===== src/rtl/dpram_port_arbiter_pkg.sv =====
// Shared defaults and width helpers for the dual-port RAM port arbiter.
package dpram_port_arbiter_pkg;

  localparam int NREQ_DEF  = 4;
  localparam int DEPTH_DEF = 16;
  localparam int WIDTH_DEF = 8;

  // Bits needed to index 'depth' entries; never narrower than one bit.
  function automatic int addr_width(input int depth);
    return (depth > 1) ? $clog2(depth) : 1;
  endfunction

endpackage


===== src/rtl/rr_arbiter.sv =====
// Round-robin arbiter with a registered one-hot grant. A requester granted this
// cycle is masked, so a request held through its grant cycle is not granted twice.
module rr_arbiter
  import dpram_port_arbiter_pkg::*;
#(
  parameter  int N  = 4,
  localparam int IW = addr_width(N)
) (
  input  logic          clk,
  input  logic          rstn,
  input  logic [N-1:0]  req,
  output logic [N-1:0]  gnt,
  output logic          win_vld,
  output logic [IW-1:0] win_idx
);

  logic [N-1:0]  gnt_d, gnt_q;
  logic [IW-1:0] ptr_d, ptr_q;
  logic [N-1:0]  eligible;
  logic [IW-1:0] cand;

  // NOTE: every always_comb output gets a default first, so no latch can be inferred.
  always_comb begin
    eligible = req & ~gnt_q;
    win_vld  = 1'b0;
    win_idx  = '0;
    cand     = '0;
    // Walk offsets from farthest to nearest so the index closest to ptr wins.
    for (int k = N - 1; k >= 0; k--) begin
      cand = IW'((int'(ptr_q) + k) % N);
      if (eligible[cand]) begin
        win_vld = 1'b1;
        win_idx = cand;
      end
    end
  end

  always_comb begin
    gnt_d = '0;
    ptr_d = ptr_q;
    if (win_vld) begin
      gnt_d[win_idx] = 1'b1;
      ptr_d          = IW'((int'(win_idx) + 1) % N);
    end
  end

  // NOTE: state flops use non-blocking assignments so all updates land together at the edge.
  always_ff @(posedge clk or negedge rstn) begin
    if (!rstn) begin
      gnt_q <= '0;
      ptr_q <= '0;
    end else begin
      gnt_q <= gnt_d;
      ptr_q <= ptr_d;
    end
  end

  assign gnt = gnt_q;

endmodule


===== src/rtl/dpram_port_arbiter.sv =====
// Shares one dual-port RAM between NREQ writers and NREQ readers: one round-robin
// arbiter per RAM port, registered RAM controls, one-hot read-data valid strobe.
module dpram_port_arbiter
  import dpram_port_arbiter_pkg::*;
#(
  parameter  int NREQ  = NREQ_DEF,
  parameter  int DEPTH = DEPTH_DEF,
  parameter  int WIDTH = WIDTH_DEF,
  localparam int AW    = addr_width(DEPTH)
) (
  input  logic                  clk,
  input  logic                  rstn,
  input  logic [NREQ-1:0]       wr_req,
  input  logic [NREQ*AW-1:0]    wr_addr,
  input  logic [NREQ*WIDTH-1:0] wr_data,
  output logic [NREQ-1:0]       wr_gnt,
  input  logic [NREQ-1:0]       rd_req,
  input  logic [NREQ*AW-1:0]    rd_addr,
  output logic [NREQ-1:0]       rd_gnt,
  output logic [NREQ-1:0]       rd_vld,
  output logic [WIDTH-1:0]      rd_data,
  output logic                  ram_wenc,
  output logic [AW-1:0]         ram_waddr,
  output logic [WIDTH-1:0]      ram_wdata,
  output logic                  ram_renc,
  output logic [AW-1:0]         ram_raddr,
  input  logic [WIDTH-1:0]      ram_rdata
);

  localparam int IW = addr_width(NREQ);

  logic          wr_win_vld, rd_win_vld;
  logic [IW-1:0] wr_win_idx, rd_win_idx;

  rr_arbiter #(.N(NREQ)) u_wr_arb (
    .clk     (clk),
    .rstn    (rstn),
    .req     (wr_req),
    .gnt     (wr_gnt),
    .win_vld (wr_win_vld),
    .win_idx (wr_win_idx)
  );

  rr_arbiter #(.N(NREQ)) u_rd_arb (
    .clk     (clk),
    .rstn    (rstn),
    .req     (rd_req),
    .gnt     (rd_gnt),
    .win_vld (rd_win_vld),
    .win_idx (rd_win_idx)
  );

  logic             ram_wenc_d, ram_wenc_q;
  logic [AW-1:0]    ram_waddr_d, ram_waddr_q;
  logic [WIDTH-1:0] ram_wdata_d, ram_wdata_q;
  logic             ram_renc_d, ram_renc_q;
  logic [AW-1:0]    ram_raddr_d, ram_raddr_q;
  logic [NREQ-1:0]  rd_vld_d, rd_vld_q;

  // Address/data are steered by the same winner index the arbiters register as gnt,
  // so the RAM command and its grant always appear in the same cycle.
  always_comb begin
    ram_wenc_d  = wr_win_vld;
    ram_waddr_d = ram_waddr_q;
    ram_wdata_d = ram_wdata_q;
    ram_renc_d  = rd_win_vld;
    ram_raddr_d = ram_raddr_q;
    rd_vld_d    = rd_gnt;
    if (wr_win_vld) begin
      ram_waddr_d = wr_addr[int'(wr_win_idx) * AW +: AW];
      ram_wdata_d = wr_data[int'(wr_win_idx) * WIDTH +: WIDTH];
    end
    if (rd_win_vld) begin
      ram_raddr_d = rd_addr[int'(rd_win_idx) * AW +: AW];
    end
  end

  always_ff @(posedge clk or negedge rstn) begin
    if (!rstn) begin
      ram_wenc_q  <= 1'b0;
      ram_waddr_q <= '0;
      ram_wdata_q <= '0;
      ram_renc_q  <= 1'b0;
      ram_raddr_q <= '0;
      rd_vld_q    <= '0;
    end else begin
      ram_wenc_q  <= ram_wenc_d;
      ram_waddr_q <= ram_waddr_d;
      ram_wdata_q <= ram_wdata_d;
      ram_renc_q  <= ram_renc_d;
      ram_raddr_q <= ram_raddr_d;
      rd_vld_q    <= rd_vld_d;
    end
  end

  assign ram_wenc  = ram_wenc_q;
  assign ram_waddr = ram_waddr_q;
  assign ram_wdata = ram_wdata_q;
  assign ram_renc  = ram_renc_q;
  assign ram_raddr = ram_raddr_q;
  assign rd_vld    = rd_vld_q;
  assign rd_data   = ram_rdata;

endmodule

===== config.mk =====
export PLATFORM = sky130hd
export DESIGN_NAME = dpram_port_arbiter
export DESIGN_NICKNAME = d
export VERILOG_FILES = /design/src/rtl/dpram_port_arbiter_pkg.sv /design/src/rtl/rr_arbiter.sv /design/src/rtl/dpram_port_arbiter.sv
export SDC_FILE = /design/constraint.sdc
export NUM_CORES = 1
export LEC_CHECK = 0
export BUFFER_PORTS_ARGS = -buffer_cell sky130_fd_sc_hd__buf_2
export CORE_MARGIN = 8
export CORE_UTILIZATION = 45
export DETAILED_ROUTE_END_ITERATION = 16
export HOLD_SLACK_MARGIN = 0.06
export PLACE_DENSITY = 0.87
export RECOVER_POWER = 100
export SLEW_MARGIN = 20
export SYNTH_ARGS = -nofsm -noshare
export SYNTH_HDL_FRONTEND = slang
export SYNTH_HIERARCHICAL = 1
export SYNTH_SLANG_ARGS = --single-unit

===== constraint.sdc =====
create_clock -name clk -period 2.5 [get_ports clk]
set_clock_uncertainty 0.15 [all_clocks]
set_input_delay 0.25 -clock clk [delete_from_list [all_inputs] [get_ports clk]]
set_output_delay 0.25 -clock clk [all_outputs]
set_load 0.03 [all_outputs]

* Yosys cells after proc, flatten, opt, wreduce, memory -nomap -nowiden
Index checks and enable logic that the tools add are counted.
** Word-level totals
- RAM bits :: 0
- Memories kept :: 0
- Logic and storage cells :: 77
- Memory bits (read-only) :: 0
- Output and inout port bits :: 38
- Bits in latches :: 0
- Register bits after elaboration :: 34
** Cells by class
- $mul :: 0
- Div/mod/pow operators :: 0
- Order comparisons :: 12
- Multiplexer cells :: 38
- Bitwise gates (word level) :: 4
- Equal/unequal tests :: 0
- Reduce and logical (&&, ||, !) cells :: 2
- Shifts and indexed selects :: 3
- $add $sub $neg :: 8
** Operators by type and width (count)
- indexed part select 16 x 5 -> 4 bit :: 2
- indexed part select 32 x 6 -> 8 bit :: 1
- < comparator 2 x 3 -> 1 bit (second input constant) :: 10
- two-way mux 1 bit :: 18
- binary-select mux 1 bit (select 2 bit) :: 8
- two-way mux 2 bit :: 8
- adder 2 x 1 -> 2 bit (second input constant) :: 4
- adder 2 bit (second input constant) :: 4
- bitwise AND 4 bit :: 2
- two-way mux 4 bit :: 2
- NOT 4 bit :: 2
- demux 1 bit (select 2 bit) :: 2
- >= comparator 2 x 1 -> 1 bit (second input constant) :: 2
- logical AND 1 bit :: 2

* Logic depth before layout (Yosys ltp)
- Depth in word-level cells :: 13
- Gate-level depth with buffers :: 9

* Modules after synthesis
Netlist, hierarchy kept.
** Modules (own cells, without submodules)
- dpram_port_arbiter :: instances 1, cells an instance 105, area an instance 1261.2 µm²
- rr_arbiter :: instances 2, cells an instance 50, area an instance 439.2 µm²

* Least setup slack after synthesis
No wires, ideal clock.
- Path kind :: reg2reg
- Start point :: register u_wr_arb.gnt_q[2] (netlist: u_wr_arb/gnt[2])
- End point :: register ram_waddr_q[0] (netlist: ram_waddr[0])
- Period minus slack after synthesis :: 1920 ps
- Setup slack :: 580 ps
- Cell stages (with the launch flop) :: 10
- Buffers on the path :: 3
- Arrival :: 1628 ps
- Cell sequence :: dfrtp_1 nor2b_4 buf_6 a21oi_2 o22ai_1 nor2_1 buf_6 buf_12 mux2i_1 o221ai_1
** On the way
- Cells in the longest elaborated chain, start to end :: 9
** Ends and longest elaborated chain
- start, declared :: line rr_arbiter.sv:17 : logic [N-1:0] gnt_d, gnt_q;
- start signal, assigned :: line rr_arbiter.sv:53 : gnt_q <= gnt_d;
- NOT 4 bit (*) :: line rr_arbiter.sv:24 : eligible = req & ~gnt_q;
- bitwise AND 4 bit (*) :: line rr_arbiter.sv:24
- binary-select mux 1 bit (select 2 bit) :: line rr_arbiter.sv:31 : if (eligible[cand]) begin
- two-way mux 1 bit (implied by the code) :: line rr_arbiter.sv:31
- two-way mux 2 bit (3 in a row) :: line rr_arbiter.sv:31
- two-way mux 2 bit (*) :: line rr_arbiter.sv:31
- net wr_win_idx[0] :: line dpram_port_arbiter.sv:33 : logic [IW-1:0] wr_win_idx, rd_win_idx;
- indexed part select 16 x 5 -> 4 bit (*) :: line dpram_port_arbiter.sv:70 : ram_waddr_d = wr_addr[int'(wr_win_idx) * AW +: AW];
- end signal, assigned :: line dpram_port_arbiter.sv:88 : ram_waddr_q <= ram_waddr_d;
- end, declared :: line dpram_port_arbiter.sv:54 : logic [AW-1:0] ram_waddr_d, ram_waddr_q;
The timed path passes the listed nets; every way through them passes the cells marked *. The select of a mux whose other input is x is not followed.
A chain may end at the register's enable or synchronous reset.

* Worst setup path after layout
- Start point :: register u_wr_arb.ptr_q[1]
- End point :: register ram_wdata_q[6] (netlist: ram_wdata[6])
** On the way
- Cells in the longest elaborated chain, start to end :: 8
** Ends and longest elaborated chain
- start, declared :: line rr_arbiter.sv:18 : logic [IW-1:0] ptr_d, ptr_q;
- start signal, assigned :: line rr_arbiter.sv:54 : ptr_q <= ptr_d;
- adder 2 bit :: line rr_arbiter.sv:30 : cand = IW'((int'(ptr_q) + k) % N);
- binary-select mux 1 bit (select 2 bit) :: line rr_arbiter.sv:31
- two-way mux 1 bit (implied by the code) :: line rr_arbiter.sv:31
- two-way mux 2 bit (3 in a row) :: line rr_arbiter.sv:31
- two-way mux 2 bit (*) :: line rr_arbiter.sv:31
- net wr_win_idx[0] :: line dpram_port_arbiter.sv:33
- indexed part select 32 x 6 -> 8 bit (*) :: line dpram_port_arbiter.sv:71 : ram_wdata_d = wr_data[int'(wr_win_idx) * WIDTH +: WIDTH];
- end signal, assigned :: line dpram_port_arbiter.sv:89 : ram_wdata_q <= ram_wdata_d;
- end, declared :: line dpram_port_arbiter.sv:55 : logic [WIDTH-1:0] ram_wdata_d, ram_wdata_q;
Marked as above.

==> results.toml <==
[timing]
max_freq_mhz = 437
finalHoldViolCount = 0
final-setup-viol-count = 0
tightestPinTransition_ns = 0.847
period_share = 0.914
fin_crit_ns = 2.29
max_slew_margin = 0.436
setup_tns_ns = 0
maxSlewViolCount = 0
rsz0062_at_grt = "no"

[synthesis]
avgSynthCellArea_um2 = 10.4
netlist_instances = 205
synth-seq-cells = 34
syn_nets = 287
synthAdderAreaFrac = 0
synth-compound-area-share = 0.171
synth_top_area_share = 0.398
synthMuxAreaShare = 0.150
synthXorXnorAreaFrac = 0
synth_top_family_by_area = "simple AND/OR/NAND/NOR gates"
synth_cell_types = 26
syn-cell-area_mm2 = 0.00214
synth-simple-area-share = 0.195
synth_warnings = 6
yosysSeqAreaShare = 0.398
synth_area_leader_cell = "dfrtp_1"
yosys-top-cells-area = "dfrtp_1 40%, mux2i_1 15%, nand2b_1 8.2%"

[cts]
htree_levels = 2
cts_sinks = 34
insertion_delay_ns = 0.28
cts_tree = "done"
cts_root_buf = "clkbuf_8"
path_clk_slew_ns = 0.07
numCtsBuffers = 5
cts_max_path_buffers = 2

[setup_path]
path_buf_inv = 1
path_cells = "nor3b_1 > a21oi_2 > o22ai_1 > nor2_2 > buf_4 > mux2i_1 > o221ai_1"
path_class = "flop to flop"
cp_max_fo = 24
cp-start-kind = "flop"
slowest_delay_ns = 0.53
cpLargestDelayFamily = "simple AND/OR/NAND/NOR gates"
critPathCaptureType = "flop"
critPathSlowestCell = "nor3b_1"
cp.arrival_ns = 2.26
regToRegSetupSlack_ns = 0.21
required_ns = 2.47

[final_layout]
drive_gt1_frac = 0.321
fillers = 432
fin_nets = 378
fin_cells = 350
fin_util = 0.555
diodes = 0
syn_to_final_growth_pct = 21.0
fin_area_mm2 = 0.00259

[floorplan]
io-pin-count = 120
die_w_um = 85.0
die_h_um = 85.0
num_rows = 25
coreArea_mm2 = 0.00466
start_util = 0.459
dieArea_mm2 = 0.00722

[routing]
drcViolationCount = 0
ant_nets = 0
first_pass_iters = 4
vias = 1920
wl_per_cell_um = 16.6
drtIter0Drc = 182
routed_wl_mm = 5.81
vias_per_cell = 5.49

[placement]
port_buffers = 103
placed_cell_area_mm2 = 0.00255
hpwl_mm = 4.59
dp.cells = 342
place.gp.congestion = 0.923

[power]
leakagePower_nw = 1.22
irDropWorstVdd_uv = 547
seq_power_share = 0.310
power_switching_w = 0.00166
p_int_w = 0.00170
switching_share = 0.494
clkPwrFrac = 0.112
combPwrFrac = 0.579
pwr_density_cell_mw_per_mm2 = 1300

[job]
max_cap_viol_count = 0

[status]
status = "finished, final reports clean"

[grt]
grt_max_degree = 35
grt_pass1_vias = 1997
grt_remaining_overflow = 0
grt_pass1_wl_mm = 9.57
antenna_found_initial = 0
track_usage = 0.161

[hold_path]
hold_class = "primary input to flop"
-- power groups by stage --
stage / clock network, W / registers, W / logic [W]
after floorplan: 0 / 0.00140 / 0.00130
after global placement: 0 / 0.00102 / 0.00199
after detailed placement: 0 / 0.00104 / 0.00203
after CTS: 0.000384 / 0.00103 / 0.00204
after global routing: 0.000407 / 0.00108 / 0.00211
final: 0.000375 / 0.00104 / 0.00195
-- cell usage in the layout (no fill, tap or decap), types with 3 or more instances in the layout --
cell type,Yosys,layout
a21oi_1,14,14
o221ai_1,18,18
o221a_2,4,4
nand2_1,14,14
nand2b_1,28,28
mux2i_1,32,32
dfrtp_1,34,34
buf_2,2,72
nor2b_2,4,3
clkbuf_1,3,32
nor2_1,10,10
o22ai_1,4,4
clkbuf_8,0,5
-- cell type report --
class,count,area [um^2],share of cell area
Sequential cell,34,851,0.329
Tap cell,54,67.6,0.0261
Multi-Input combinational cell,148,1090,0.421
Timing Repair Buffer,105,495,0.191
Clock buffer,7,76.3,0.0295
Inverter,2,7.51,0.00290
-- timing repair --
item / CTS / global route
setup buffers: 0 / 0
endpoints found under the hold margin: 34 / 0
hold buffers: 1 / 0
resized for setup: 0 / 0
-- metal layers --
metal	GRT usage	routed length, um
met4	0.0324	28
met1	0.181	2210
met2	0.277	2940
met5	0	0
met3	0.0656	632
-- logic make-up after synthesis --
logic type,after synthesis
buf+inv,23
flops,34
mux,32
compound gates,48
simple gates,68
-- path summary, 6_finish.rpt --
| check | startpoint | to | cells after the start |
|---|---|---|---|
| max | u_wr_arb/ptr_q[1] | ram_wdata[6] | 7 |
| min in group asynchronous | rstn | u_wr_arb/gnt[0] | 2 |
| min reg2reg | u_rd_arb/gnt[1] | rd_vld[1] | 0 |
| max in group asynchronous | rstn | ram_waddr[1] | 2 |
| min | wr_data[1] | ram_wdata[1] | 3 |
| max reg2reg | u_wr_arb/ptr_q[1] | ram_wdata[6] | 7 |
-- cell usage after synthesis --
cell / number
a21oi_1: 14
a21oi_2: 2
a31oi_1: 2
and2b_4: 2
buf_12: 2
buf_2: 2
buf_4: 11
buf_6: 3
clkbuf_1: 3
dfrtp_1: 34
inv_1: 2
mux2i_1: 32
nand2_1: 14
nand2b_1: 28
nand3_1: 2
nor2_1: 10
nor2_4: 2
nor2b_2: 4
nor2b_4: 2
nor3b_2: 2
o221a_2: 4
o221ai_1: 18
o22ai_1: 4
o32a_1: 2
o32ai_1: 2
or2_1: 2
-- sequential cells by signal, summed over array words and instances (netlist names) --
register        flops
ram_wdata           8
ram_renc            1
u_wr_arb/ptr_q      2
u_rd_arb/ptr_q      2
u_rd_arb/gnt        4
ram_waddr           4
u_wr_arb/gnt        4
rd_vld              4
ram_raddr           4
ram_wenc            1
-- worst min-delay path: stages --
cell and delay, ns:
buf_2 0.07, mux2i_1 0.05, o221ai_1 0.15
-- metrics by stage --
| stage | setup WS, ns | hold slack (ns) | power [W] |
|---|---|---|---|
| floorplan | 0.580 | -0.196 | 0.00270 |
| finish | 0.214 | 0.144 | 0.00336 |
| detailed placement | 0.207 | 0.225 | 0.00308 |
| global route | 0.0393 | 0.151 | 0.00360 |
| CTS | 0.215 | 0.140 | 0.00345 |
| global placement | 0.371 | 0.209 | 0.00301 |
(Power assumes the default switching activity.)
